`config.mk`:
```
export PLATFORM = sky130hd
export DESIGN_NAME = seg7_scan_driver
export DESIGN_NICKNAME = d
export VERILOG_FILES = /design/src/rtl/seg7_scan_driver_pkg.sv /design/src/rtl/seg7_scan_driver_decode.sv /design/src/rtl/seg7_scan_driver.sv
export SDC_FILE = /design/constraint.sdc
export NUM_CORES = 1
export LEC_CHECK = 0
export BUFFER_PORTS_ARGS = -buffer_cell sky130_fd_sc_hd__buf_2
export CAP_MARGIN = 40
export CORE_AREA = 2 2 94 96
export CTS_CLUSTER_SIZE = 14
export DETAILED_ROUTE_END_ITERATION = 7
export DIE_AREA = 0 0 96 98
export MAX_ROUTING_LAYER = met4
export SYNTH_ARGS = -nofsm -noshare
export SYNTH_HDL_FRONTEND = slang
export SYNTH_SLANG_ARGS = --single-unit
```
`constraint.sdc`:
```
create_clock -name clk -period 2.85 [get_ports clk]
set_clock_uncertainty 0.05 [all_clocks]
set_input_delay 0.57 -clock clk [delete_from_list [all_inputs] [get_ports clk]]
set_output_delay 0.57 -clock clk [all_outputs]
set_load 0.05 [all_outputs]
```
`src/rtl/seg7_scan_driver_pkg.sv`:
```
// Shared display codes and segment patterns for the 4-digit scan driver.
// Patterns are active-high, bit order {g,f,e,d,c,b,a}.
package seg7_scan_driver_pkg;

  localparam logic [3:0] BLANK_CODE = 4'hF;
  localparam logic [3:0] MINUS_CODE = 4'hE;

  localparam logic [6:0] SEG_0     = 7'b0111111;
  localparam logic [6:0] SEG_1     = 7'b0000110;
  localparam logic [6:0] SEG_2     = 7'b1011011;
  localparam logic [6:0] SEG_3     = 7'b1001111;
  localparam logic [6:0] SEG_4     = 7'b1100110;
  localparam logic [6:0] SEG_5     = 7'b1101101;
  localparam logic [6:0] SEG_6     = 7'b1111101;
  localparam logic [6:0] SEG_7     = 7'b0000111;
  localparam logic [6:0] SEG_8     = 7'b1111111;
  localparam logic [6:0] SEG_9     = 7'b1101111;
  localparam logic [6:0] SEG_MINUS = 7'b1000000;
  localparam logic [6:0] SEG_BLANK = 7'b0000000;

  typedef enum logic {
    ST_GUARD = 1'b0,
    ST_LIT   = 1'b1
  } scan_state_e;

  // True for a nibble that lets a zero to its right be blanked: zero or any blank code.
  function automatic logic is_zero_or_blank(input logic [3:0] code);
    return (code == 4'd0) || ((code >= 4'hA) && (code != MINUS_CODE));
  endfunction

endpackage

```
`src/rtl/seg7_scan_driver_decode.sv`:
```
// Combinational BCD/display-code to 7-segment decoder (active-high pattern).
module seg7_scan_driver_decode
  import seg7_scan_driver_pkg::*;
(
  input  logic [3:0] code,
  output logic [6:0] pattern
);

  // Code to segment lookup; A-D and F fall through to blank.
  always_comb begin
    pattern = SEG_BLANK;
    case (code)
      4'd0:       pattern = SEG_0;
      4'd1:       pattern = SEG_1;
      4'd2:       pattern = SEG_2;
      4'd3:       pattern = SEG_3;
      4'd4:       pattern = SEG_4;
      4'd5:       pattern = SEG_5;
      4'd6:       pattern = SEG_6;
      4'd7:       pattern = SEG_7;
      4'd8:       pattern = SEG_8;
      4'd9:       pattern = SEG_9;
      MINUS_CODE: pattern = SEG_MINUS;
      default:    pattern = SEG_BLANK;
    endcase
  end

endmodule

```
`src/rtl/seg7_scan_driver.sv`:
```
// Multiplexed 4-digit common-anode 7-segment scan driver with guard cycles,
// frame-synchronous input capture and optional leading-zero blanking.
module seg7_scan_driver
  import seg7_scan_driver_pkg::*;
#(
  parameter int REFRESH_DIV = 50000,
  parameter int GUARD       = 16,
  parameter int AN_ACT_LOW  = 1,
  parameter int SEG_ACT_LOW = 1,
  parameter int LZ_BLANK    = 0
) (
  input  logic       clk,
  input  logic       rst,
  input  logic [3:0] digit4,
  input  logic [3:0] digit3,
  input  logic [3:0] digit2,
  input  logic [3:0] digit1,
  output logic [3:0] an,
  output logic [6:0] seg,
  output logic       frame_done
);

  localparam int            CW        = (REFRESH_DIV > 1) ? $clog2(REFRESH_DIV) : 1;
  localparam logic [CW-1:0] CNT_LAST  = CW'(REFRESH_DIV - 1);
  localparam logic [CW-1:0] CNT_GUARD = CW'(GUARD);
  // XOR masks: the inactive level of each output, also used to flip polarity.
  localparam logic [3:0]    AN_OFF    = (AN_ACT_LOW != 0) ? 4'b1111 : 4'b0000;
  localparam logic [6:0]    SEG_OFF   = (SEG_ACT_LOW != 0) ? 7'b1111111 : 7'b0000000;

  logic [CW-1:0] count_r;
  logic [1:0]    idx_r;
  scan_state_e   state_r;
  logic [3:0]    shadow_r [4];
  logic          load_pend_r;

  logic          slot_end_s;
  logic [CW-1:0] count_nxt_s;
  logic [3:0]    lz_mask_s;
  logic [3:0]    code_s;
  logic [6:0]    pattern_s;
  logic [3:0]    an_onehot_s;

  assign slot_end_s  = (count_r == CNT_LAST);
  assign count_nxt_s = slot_end_s ? CW'(0) : (count_r + CW'(1));
  assign an_onehot_s = 4'b0001 << idx_r;

  // Leading-zero mask from the captured frame; digit1 is never blanked.
  always_comb begin
    lz_mask_s = 4'b0000;
    if (LZ_BLANK != 0) begin
      lz_mask_s[3] = (shadow_r[3] == 4'd0);
      lz_mask_s[2] = (shadow_r[2] == 4'd0) && is_zero_or_blank(shadow_r[3]);
      lz_mask_s[1] = (shadow_r[1] == 4'd0) && is_zero_or_blank(shadow_r[3])
                     && is_zero_or_blank(shadow_r[2]);
    end else begin
      lz_mask_s = 4'b0000;
    end
  end

  // Nibble for the current slot, forced to blank when masked.
  always_comb begin
    code_s = shadow_r[idx_r];
    if (lz_mask_s[idx_r]) begin
      code_s = BLANK_CODE;
    end else begin
      code_s = shadow_r[idx_r];
    end
  end

  seg7_scan_driver_decode u_decode (
    .code    (code_s),
    .pattern (pattern_s)
  );

  // Prescaler, slot index, GUARD/LIT state, shadow capture and output registers.
  always_ff @(posedge clk or posedge rst) begin
    if (rst) begin
      count_r     <= CW'(0);
      idx_r       <= 2'd0;
      state_r     <= (GUARD > 0) ? ST_GUARD : ST_LIT;
      load_pend_r <= 1'b1;
      for (int i = 0; i < 4; i++) begin
        shadow_r[i] <= BLANK_CODE;
      end
      an          <= AN_OFF;
      seg         <= SEG_OFF;
      frame_done  <= 1'b0;
    end else begin
      count_r <= count_nxt_s;
      if (slot_end_s) begin
        idx_r <= idx_r + 2'd1;
      end
      state_r <= (count_nxt_s >= CNT_GUARD) ? ST_LIT : ST_GUARD;

      // Capture only at frame boundaries so a frame is never torn.
      load_pend_r <= 1'b0;
      if (load_pend_r || (slot_end_s && (idx_r == 2'd3))) begin
        shadow_r[0] <= digit1;
        shadow_r[1] <= digit2;
        shadow_r[2] <= digit3;
        shadow_r[3] <= digit4;
      end

      frame_done <= slot_end_s && (idx_r == 2'd3);

      case (state_r)
        ST_LIT: begin
          an  <= an_onehot_s ^ AN_OFF;
          seg <= pattern_s ^ SEG_OFF;
        end
        ST_GUARD: begin
          an  <= AN_OFF;
          seg <= SEG_OFF;
        end
        default: begin
          an  <= AN_OFF;
          seg <= SEG_OFF;
        end
      endcase
    end
  end

endmodule

```
# Word-level counts from Yosys, hierarchy flattened
# Memories as Yosys holds them, arrays and structs flattened.
# Cells that the tools add are included.
dict set report totals {
  out_inout_bits 12
  n_memories 1
  register_bits 48
  rom_bits 112
  input_bits 18
}
# memory words width read_ports rd_ports_with_merged_regs wr line
set memory_table {}
lappend memory_table {{(name not given)} 16 7 1 0 0 seg7_scan_driver_decode.sv:12} ;# case (code)
dict set report classes {
  shift 1
  eq_ne 2
  muxes 10
  bitwise 4
  addsub 2
  reduce_logical 2
  n_lt_le_gt_ge 3
}
# cell n
set op_table {}
lappend op_table {{adder 16 x 1 -> 16 bit, second input constant} 1}
lappend op_table {{== test 16 bit, second input constant} 1}
lappend op_table {{>= comparator 16 x 5 -> 1 bit, second input constant} 1}
lappend op_table {{2-to-1 mux 16 bit} 1}
lappend op_table {{case mux 7 bit (2 select lines)} 1}
lappend op_table {{2-to-1 mux 4 bit} 3}
lappend op_table {{binary-select mux 4 bit (select 2 bit)} 1}
lappend op_table {{case mux 4 bit (2 select lines)} 1}
lappend op_table {{inverter 7 bit} 1}
lappend op_table {{inverter 4 bit} 1}
lappend op_table {{<< shifter 1 x 2 -> 4 bit, first input constant} 1}
lappend op_table {{>= comparator 3 bit, second input constant} 1}
lappend op_table {{< comparator 2 x 3 -> 1 bit, second input constant} 1}
lappend op_table {{inverter 2 -> 3 bit} 1}
lappend op_table {{adder 2 x 1 -> 2 bit, second input constant} 1}
lappend op_table {{binary-select mux 1 bit (select 2 bit)} 1}
lappend op_table {{== test 2 bit, second input constant} 1}
lappend op_table {{2-to-1 mux 1 bit} 2}
lappend op_table {{logical AND 1 bit} 1}
lappend op_table {{logical OR 1 bit} 1}
lappend op_table {{inverter 1 bit} 1}

# Depth between registers and ports, before layout
# Gate-level depths: netlist (run 1).
# An unclocked memory read counts as a cell.
dict set report depth {
  ltp_word 8
  depth_mapped 7
}

# Hierarchy
# From an unflattened synthesis (run 1), not the netlist that was laid out.
dict set report unflattened {
  hier_cells 212
  hier_area_um2 2539.9
}
# mod area_per_inst_um2 cells_per_inst instances
set modules_own_cells {}
lappend modules_own_cells {seg7_scan_driver 2322.2 182 1}
lappend modules_own_cells {seg7_scan_driver_decode 217.7 30 1}

# Worst setup path after synthesis (run 1)
# No wires, ideal clock.
dict set report synth_path {
  path_kind {register to register}
  from {register idx_r[0]}
  to {register seg[3]}
  n_path_buf 1
  t_arrival_ns 1.810
  slack_ns 0.911
  stages_incl_launch_ff 8
  period_less_slack_ns 1.939
  path_cell_list {dfrtp_1 > clkbuf_1 > mux4_2 > inv_1 > ha_1 > inv_1 > mux2i_1 > o21ai_0}
}
dict set report synth_between {
  elab_chain_len 8
  word_cells_on_any_way 10
  cone_classes {7 x mux; 2 x bitwise; 1 x memory}
}
# item line
set synth_lines {}
lappend synth_lines {{from (decl)} seg7_scan_driver.sv:31} ;# logic [1:0] idx_r;
lappend synth_lines {{from (signal assigned)} seg7_scan_driver.sv:91} ;# idx_r <= idx_r + 2'd1;
lappend synth_lines {{inverter 2 -> 3 bit (not written as such)} seg7_scan_driver.sv:66} ;# code_s = shadow_r[idx_r];
lappend synth_lines {{binary-select mux 4 bit (select 2 bit)} seg7_scan_driver.sv:66}
lappend synth_lines {{2-to-1 mux 4 bit (not written as such) (2 in a row)} seg7_scan_driver.sv:66}
lappend synth_lines {{2-to-1 mux 4 bit *} seg7_scan_driver.sv:63} ;# if (lz_mask_s[idx_r]) begin
lappend synth_lines {{memory (16 x 7 bit) *} -}
lappend synth_lines {{inverter 7 bit (no line) *} -}
lappend synth_lines {{case mux 7 bit (2 select lines) *} seg7_scan_driver.sv:106} ;# case (state_r)
lappend synth_lines {{to (signal assigned)} seg7_scan_driver.sv:109} ;# seg <= pattern_s ^ SEG_OFF;
lappend synth_lines {{to (decl)} seg7_scan_driver.sv:19} ;# output logic [6:0] seg,
# Every way passes the cells marked *; elsewhere a longest branch is shown, timed or not. The select of a mux whose other input is x is not followed.
# A chain may end at the register's enable or synchronous reset.

# Final worst setup path (run 1)
dict set report layout_path {
  from {register count_r[0]}
  to {register shadow_r[12] (netlist bit)}
}
dict set report layout_between {
  elab_chain_len 3
}
# item line
set layout_lines {}
lappend layout_lines {{from (decl)} seg7_scan_driver.sv:30} ;# logic [CW-1:0] count_r;
lappend layout_lines {{from (signal assigned)} seg7_scan_driver.sv:89} ;# count_r <= count_nxt_s;
lappend layout_lines {{== test 16 bit} seg7_scan_driver.sv:43} ;# assign slot_end_s = (count_r == CNT_LAST);
lappend layout_lines {{logical AND 1 bit} seg7_scan_driver.sv:97} ;# if (load_pend_r || (slot_end_s && (idx_r == 2'd3))) begin
lappend layout_lines {{logical OR 1 bit} seg7_scan_driver.sv:97}
lappend layout_lines {{to (decl)} seg7_scan_driver.sv:33} ;# logic [3:0] shadow_r [4];
# No other way between the ends.

==> results of run 1 <==
==> cells in the final DEF (no fill, tap or decap), types with 3 or more instances in the layout <==
cell | netlist | layout
nand4_1 | 3 | 3
mux4_2 | 4 | 4
mux2i_1 | 5 | 5
nor4_1 | 3 | 3
xnor2_1 | 10 | 10
buf_2 | 5 | 29
dfrtp_1 | 20 | 20
inv_1 | 7 | 6
o21ai_0 | 8 | 8
clkbuf_8 | 0 | 5
dfstp_2 | 28 | 28
nor2_1 | 11 | 11
and3_1 | 8 | 8
nand2_1 | 15 | 15
ha_1 | 11 | 11
nand3_1 | 9 | 9
mux2_2 | 6 | 6
a31oi_1 | 3 | 3
mux2_4 | 10 | 10
xor2_1 | 5 | 5
nor3_1 | 4 | 4
buf_4 | 0 | 3
==> flip-flops by register name, summed over array words and instances (netlist names) <==
| signal | cells |
|---|---|
| an | 4 |
| count_r | 16 |
| frame_done | 1 |
| idx_r | 2 |
| load_pend_r | 1 |
| seg | 7 |
| shadow_r | 16 |
| state_r | 1 |
==> worst max-delay path by stage <==
stage,end,cells past startpoint
finish,shadow_r[12],6
global route,seg[3],6
CTS,shadow_r[12],6
detailed placement,shadow_r[12],6
global placement,shadow_r[11],5
floorplan,seg[3],7
==> layer usage <==
| metal | global-route usage [%] | vias up | share of wire [%] |
|---|---|---|---|
| met3 | 2.08 | 7 | 4.5 |
| met2 | 13.9 | 28 | 42 |
| met4 | 4.29 | 0 | 2.1 |
| li1 | - | 774 | - |
| met1 | 15.3 | 749 | 52 |
| met5 | - | - | 0 |
==> cell type report <==
cell class	count	share of cell area (%)
clock inverters	2	0.404
well taps	108	4.85
flip-flops and latches	48	44.3
repair buffers	33	6.42
inverters	7	0.943
clock buffers	6	2.60
multi-input cells	138	40.4
==> logic make-up after synthesis <==
family | Yosys count
and+or+nand+nor | 64
muxes | 25
buffers and inverters | 20
AOI/OAI and AO/OA | 22
xor gates and xnor gates | 15
DFF | 48
adders and majority gates | 11
other | 1
==> critical path, cell delays in order (launching register included) <==
cell and delay, ns:
dfrtp_1 0.43, ha_1 0.26, nand3_1 0.18, nor3_4 0.07
a21oi_2 0.45, buf_6 0.24, mux2_4 0.31
==> through the flow <==
stage          hold slack, ns  power (mW)  std cells  util [%]  area [sq um]
2_1_floorplan           0.408       0.944        206         -          2470
3_3_place_gp            0.454       0.989        333      31.8          2690
3_5_place_dp            0.469       0.994        334      31.9          2700
4_1_cts                 0.192        1.40        342      32.9          2790
5_1_grt                 0.219        1.44        342      32.9          2790
6_report                0.190        1.37        342      32.9          2790
==> where the power goes <==
| group | leakage, nW | internal (mW) | total, mW | switching (mW) |
|---|---|---|---|---|
| logic | 0.622 | 0.0788 | 0.211 | 0.132 |
| clock network | 0.0455 | 0.172 | 0.389 | 0.216 |
| registers | 0.554 | 0.751 | 0.768 | 0.0162 |
| total | 1.22 | 1.00 | 1.37 | 0.365 |
==> results.cfg, run 1 <==
[yosys]
netlist_area_sq_um = 2470
syn_area_per_cell_sq_um = 12.0
synth.distinct_cells = 41
synth-xor-area-share_pct = 5.32
yosys.area_share.adder_pct = 5.58
synth_top_family_by_area = multiplexers
synth_area_leaders = dfstp_2 (30%), dfrtp_1 (20%), mux2_4 (6.1%), ha_1 (5.6%), mux4_2 (3.7%)
synthFlopType = dfstp_2
synth_fp_nets = 235
yosysWarnings = 0
synth_seq_area_share_pct = 50.1
synth-compound-area-share_pct = 6.03
synth_mux_area_share_pct = 14.5
postSynthCellCount = 206
netlist_top_cells_count = dfstp_2 (28), dfrtp_1 (20), nand2_1 (15), ha_1 (11), nor2_1 (11)
yosysTopAreaCellShare_pct = 29.8
synth_most_common_cell = dfstp_2
synth_top_area_cell = dfstp_2
yosys.area_share.simple_pct = 14.1
async_flop_share_pct = 100
synth_edf_count = 0
ys_ff_latch = 48

[min_path]
hold_path_class = primary input to async pin

[timing]
slew_headroom_pct = 61.8
tightestPinTransition_ns = 0.570
slew_viol_final = 0
finalHoldViolCount = 0
fmax_ghz = 0.483
setup_viol = 0
setup_tns_ns = 0
worst_slack_ns = 0.781
fin_crit_sh_pct = 72.6
period_needed_ns = 2.07
grt_setup_unrepaired = no

[cells_and_area]
regArea_sq_um = 1240
nets = 262
fillerInstances = 850
area_growth_pct = 13.0
drive_gt1_share_pct = 39.3
multi_input_area_sq_um = 1130
antenna_cells = 0

[placed_design]
preCtsSetupSlack_ns = 0.776
gp_congestion = 0.855
io_buffer_count = 29
dp_hpwl_microns = 3230

[critical_path]
critPathLaunchType = flip-flop
cp.arrival_ns = 2.25
startpoint = count_r[0]
r2r_slack_ns = 0.78
end_kind = flip-flop
r2r_start = count_r[0]
rr_worst_depth = 6
worst-setup-path-type = flip-flop to flip-flop
reg2reg_to = shadow_r[12]
crit_fanout = 9
cp.required_ns = 3.03

[global_routing]
track_usage_pct = 10.4
grt_pass1_wl_microns = 7530
grt_max_degree = 25
grt_pass1_vias = 1514
gr-total-overflow = 0
antenna_found_initial = 0

[clock_tree]
cts_setup_buffers = 0
clock_latency_ns = 0.30
post_cts_resized = 0
path_clk_slew_ns = 0.09
cts_tree = yes
cts_made_buffers = 5
htreeDepth = 2
ctsHoldBuffers = 0
root_buffer = clkbuf_8
clock_sinks = 48
clockBufferDepth = 2

[floorplan]
core_area_sq_um = 8470
die_x_microns = 96
rows = 34
start_util_pct = 29.1
io_pins = 30
die_height_microns = 98
fp.dieArea_sq_um = 9410

[pwr]
p_leak_nw = 1.22
peakVddDrop_mv = 0.178
p_per_area_nw_per_um2 = 491

[route]
num_vias = 1558
wl_per_cell_microns = 12.7
drcViolationCount = 0
routed_via_density = 4.56
detail_route.first_pass.iterations = 4
antenna_left = 0
first_iter_violations = 129
wl_microns = 4350

[status]
status = finished, final reports clean

[flow_run]
drv_cap = 0
(Power assumes the default switching activity.)
==> run 2: changes to the inputs <==
clock period = 2.1 ns   (was 2.85 ns; I/O delays follow)
==> run 2 against run 1 <==
Compared with the run above: clock power is 69% higher; final area is 7.9% higher; routed wire length is 6.8% higher; critical path depth is 1 higher; register-to-register slack worse by 0.61 ns; first-iteration DRC count is 39% higher; critical endpoint is now seg[3].
==> results.cfg, run 2 (synthesized netlist as in run 1, its figures left out) <==
[status]
status = finished, final reports clean

[timing]
tightestPinTransition_ns = 0.657
slew_headroom_pct = 55.9
grt_setup_unrepaired = no
slew_viol_final = 0
fmax_ghz = 0.519
period_needed_ns = 1.93
whs_ns = 0.291
fin_crit_sh_pct = 91.7
finalHoldViolCount = 0
setup_viol = 0

[critical_path]
crit_chain = buf_4 > mux4_2 > inv_1 > ha_1 > inv_1 > mux2i_1 > o21ai_0
path_buf_inv = 3
critical_path.top_delay_family = multiplexers
crit_fanout = 6
r2r_start = idx_r[0]
end_kind = flip-flop
critPathLaunchType = flip-flop
cp.required_ns = 2.28
critPathSlowestCell = mux4_2
crit_top_cell = inv_1
startpoint = idx_r[0]
worst-setup-path-type = flip-flop to flip-flop
crit_path_max_incr_delay_ns = 0.61
cp.arrival_ns = 2.11

[floorplan]
fp.dieArea_sq_um = 9410
rows = 34
io_pins = 30
die_height_microns = 98
start_util_pct = 29.1
die_x_microns = 96
core_area_sq_um = 8470

[cells_and_area]
antenna_cells = 0
area_growth_pct = 22.0
top_regs = count_r (16), shadow_r (16), seg (7)
final_cell_mix = buf_2 (29), dfstp_2 (28), buf_4 (25), dfrtp_1 (20), nand2_1 (15)
nets = 285
drive_gt1_share_pct = 45.1
final_common_cell = buf_2
fillerInstances = 833

[flow_run]
drv_cap = 0

[placed_design]
io_buffer_count = 29
gp_congestion = 0.856
dp_hpwl_microns = 3460

[global_routing]
grt_pass1_vias = 1607
antenna_found_initial = 0
grt_pass1_wl_microns = 8050
track_usage_pct = 11.3
grt_max_degree = 31
gr-total-overflow = 0

[clock_tree]
cts_tree = yes
htreeDepth = 2
clock_sinks = 48
path_clk_slew_ns = 0.09
ctsHoldBuffers = 0
clockBufferDepth = 2
root_buffer = clkbuf_8
post_cts_resized = 0
clock_latency_ns = 0.31
cts_setup_buffers = 0
cts_made_buffers = 5

[min_path]
hold_path_class = primary input to flip-flop
min-delay-start = digit4[0]

[route]
routed_via_density = 4.56
wl_microns = 4650
detail_route.first_pass.iterations = 4
first_iter_violations = 179
num_vias = 1665
antenna_left = 0
wl_per_cell_microns = 12.7
drcViolationCount = 0

[pwr]
p_per_area_nw_per_um2 = 660
peakVddDrop_mv = 0.253
p_leak_nw = 1.36
p_total_mw = 1.99
[run 2: area by class of cell]
class	instances	area [sq um]	share of cell area, %
timing repair buffer	56	368	12.2
multi-input combinational	138	1130	37.5
tap	108	135	4.49
clock inverter	1	8.76	0.291
sequential	48	1240	41.1
inverter	7	26.3	0.873
clock buffer	7	108	3.58
[run 2: per-layer routing]
| metal | vias to the layer above | GRT usage [%] | share of wire (%) | wire (microns) |
|---|---|---|---|---|
| met5 | - | - | 0 | 0 |
| met4 | 0 | 5.60 | 2.3 | 109 |
| met3 | 7 | 1.39 | 3.7 | 174 |
| met2 | 36 | 15.0 | 43 | 1990 |
| met1 | 804 | 16.8 | 51 | 2370 |
| li1 | 818 | - | - | - |
[run 2: where the power goes]
| part | switching (mW) | total (mW) | internal [mW] |
|---|---|---|---|
| Clock | 0.314 | 0.656 | 0.342 |
| Combinational | 0.181 | 0.290 | 0.109 |
| Sequential | 0.0213 | 1.04 | 1.02 |
| Total | 0.516 | 1.99 | 1.47 |
[run 2: worst paths after layout]
| kind | slack [ns] | to | depth (start not counted) |
|---|---|---|---|
| worst max-delay path | 0.17 | seg[3] | 7 |
| worst min-delay path | 0.29 | shadow_r[0] | 2 |
| worst max register to register | 0.17 | seg[3] | 7 |
| worst min register to register | 0.49 | an[2] | 1 |
| max in group asynchronous | 1.33 | shadow_r[11] | 3 |
| min in group asynchronous | 0.39 | an[1] | 2 |
[run 2: through the flow]
step	util, %	instances	TNS, ns	area, sq um	worst slack [ns]
6_report	35.5	365	0	3010	0.175
5_1_grt	35.5	365	0	3010	0.0747
4_1_cts	35.5	365	0	3010	0.171
3_5_place_dp	34.2	357	0	2890	0.193
3_3_place_gp	34.0	356	-0.286	2880	-0.0489
2_1_floorplan	-	206	0	2470	0.161
==> run 3: changes to the inputs <==
CORE_AREA = 2 2 96 98   (was 2 2 94 96)
DIE_AREA = 0 0 98 100   (was 0 0 96 98)
SYNTH_HIERARCHICAL = 1   (was not set)
==> run 3 against run 2 <==
Compared with the run above: global-route usage shrank 0.98 points; largest cell class unchanged; hold slack lost 0.080 ns; clock power shrank 14%; fmax shrank 8.2%; register-to-register slack lost 0.17 ns; die area grew 4.2%; critical path depth shrank 1.
==> results.cfg, run 3 <==
[route]
detail_route.first_pass.iterations = 4
wl_per_cell_microns = 13.0
num_vias = 1665
drcViolationCount = 0
antenna_left = 0
first_iter_violations = 129
routed_via_density = 4.61
wl_microns = 4700

[yosys]
async_flop_share_pct = 100
synth_edf_count = 0
synth_fp_nets = 241
synth.distinct_cells = 55
postSynthCellCount = 212
yosys.area_share.adder_pct = 5.42
ys_ff_latch = 48
netlist_top_cells_count = dfstp_2 (28), dfrtp_1 (20), nand2_1 (20), nor2_1 (14), ha_1 (11)
yosysTopAreaCellShare_pct = 29.0
synth_most_common_cell = dfstp_2
yosysWarnings = 6
synth-compound-area-share_pct = 7.59
synth_mux_area_share_pct = 12.9
synth-xor-area-share_pct = 5.17
synth_top_area_cell = dfstp_2
netlist_area_sq_um = 2540
syn_area_per_cell_sq_um = 12.0
synthFlopType = dfstp_2
synth_area_leaders = dfstp_2 (29%), dfrtp_1 (20%), mux2_4 (5.9%), ha_1 (5.4%), mux4_2 (3.5%)
synth_top_family_by_area = simple AND/OR/NAND/NOR gates
yosys.area_share.simple_pct = 16.0
synth_seq_area_share_pct = 48.7

[clock_tree]
cts_tree = yes
root_buffer = clkbuf_8
htreeDepth = 2
clock_sinks = 48
clockBufferDepth = 2
cts_made_buffers = 5
path_clk_slew_ns = 0.09
clock_latency_ns = 0.30

[flow_run]
drv_cap = 0

[global_routing]
grt_max_degree = 49
antenna_found_initial = 0
track_usage_pct = 10.3
gr-total-overflow = 0
grt_pass1_vias = 1679
grt_pass1_wl_microns = 7980

[timing]
period_needed_ns = 2.10
setup_viol = 0
fin_crit_sh_pct = 99.8
setup_tns_ns = 0
grt_setup_unrepaired = yes
fmax_ghz = 0.477
slew_headroom_pct = 60.8
tightestPinTransition_ns = 0.588
finalHoldViolCount = 0
slew_viol_final = 0

[critical_path]
crit_fanout = 5
critPathLaunchType = flip-flop
rr_worst_depth = 6
r2r_start = count_r[1]
crit_chain = ha_1 > or3_1 > a21boi_0 > o2111ai_1 > nor4_2 > o211ai_1
cp.required_ns = 2.22
critical_path.top_delay_family = simple AND/OR/NAND/NOR gates
r2r_slack_ns = 0.003
crit_path_max_incr_delay_ns = 0.43
reg2reg_to = state_r
worst-setup-path-type = flip-flop to flip-flop
critPathSlowestCell = dfrtp_1
cp.arrival_ns = 2.22
end_kind = flip-flop
path_buf_inv = 0

[pwr]
p_leak_nw = 1.35
peakVddDrop_mv = 0.232
p_per_area_nw_per_um2 = 645

[cells_and_area]
final_cell_mix = buf_2 (29), dfstp_2 (28), nand2_1 (20), dfrtp_1 (19), nor2_1 (14)
final_common_cell = buf_2
nets = 278
antenna_cells = 0
multi_input_area_sq_um = 1220
regArea_sq_um = 1240
top_regs = count_r (16), shadow_r (16), seg (7)
area_growth_pct = 16.2
drive_gt1_share_pct = 46.8
fin_util_pct = 33.2
fillerInstances = 892

[floorplan]
io_pins = 30
core_area_sq_um = 8890
fp.dieArea_sq_um = 9800
die_x_microns = 98
die_height_microns = 100
rows = 35
start_util_pct = 28.6

[min_path]
hold_path_class = primary input to async pin

[status]
status = finished, final reports clean

[placed_design]
dp_hpwl_microns = 3400
gp_congestion = 0.843
io_buffer_count = 29
==> run 3: cell types whose count changed in the layout (fill, tap and decap cells not counted), moves of 3 or more <==
cell / previous run / this run
xor2_1: 5 / 10
and3_1: 8 / 2
nor2_1: 11 / 14
mux2i_1: 5 / 2
nand2_1: 15 / 20
xnor2_1: 10 / 5
buf_4: 25 / 8
==> run 3: worst max-delay path by stage <==
stage                from            to  slack [ns]  cells past startpoint
2_1_floorplan  count_r[0]       state_r        0.26                      6
3_3_place_gp   count_r[1]   shadow_r[5]        0.09                      5
3_5_place_dp   count_r[1]  shadow_r[11]        0.05                      5
4_1_cts        count_r[1]       state_r        0.02                      6
5_1_grt        count_r[1]       state_r       -0.09                      6
6_report       count_r[1]       state_r       0.003                      6
==> run 3: worst reg2reg max path, delay by kind of cell (launching register included) <==
kind / cells / cell delay, ns
and+or+nand+nor: 2 / 0.70
AOI/OAI and AO/OA: 3 / 0.50
DFF: 1 / 0.43
adders and majority gates: 1 / 0.28
==> run 3: report_power, final <==
part	internal [mW]	total [mW]	switching [mW]
Sequential	1.02	1.04	0.0212
Clock	0.239	0.562	0.323
Combinational	0.116	0.303	0.187
==> run 3: metrics by stage <==
step | worst slack, ns | area [sq um] | total power [mW] | hold WS [ns] | cells
2_1_floorplan | 0.257 | 2540 | 1.29 | 0.324 | 212
3_3_place_gp | 0.0907 | 2820 | 1.35 | 0.482 | 352
3_5_place_dp | 0.0455 | 2820 | 1.36 | 0.504 | 352
4_1_cts | 0.0229 | 2910 | 1.93 | 0.224 | 360
5_1_grt | -0.0913 | 2950 | 2.02 | 0.263 | 361
6_report | 0.00338 | 2950 | 1.91 | 0.212 | 361
==> run 3: cell families (layout without fill, tap and decap cells) <==
logic type | after synthesis | after routing
and+or+nand+nor | 71 | 71
DFF | 48 | 48
AOI/OAI and AO/OA | 26 | 26
muxes | 22 | 22
buffers and inverters | 18 | 56
xor gates and xnor gates | 15 | 15
adders and majority gates | 11 | 11
other | 1 | 1
==> run 3: per-layer routing <==
layer / vias up / track usage, % / share of wire, %
met4: 0 / 4.49 / 2.4
met1: 819 / 12.9 / 47
met2: 32 / 16.3 / 47
li1: 806 / - / -
met5: - / - / 0
met3: 8 / 2.16 / 3.7
==> run 3: layout make-up <==
cell class / count / area share, %
clock buffers: 5 / 2.33
repair buffers: 38 / 7.63
inverters: 10 / 1.27
flip-flops and latches: 48 / 41.9
well taps: 111 / 4.71
multi-input cells: 146 / 41.4
clock inverters: 3 / 0.763
==> run 3: what timing repair did <==
item,in CTS,in global routing
setup buffers,0,1
hold buffers,0,0
endpoints found under the setup margin,0,20
resized for setup,0,4
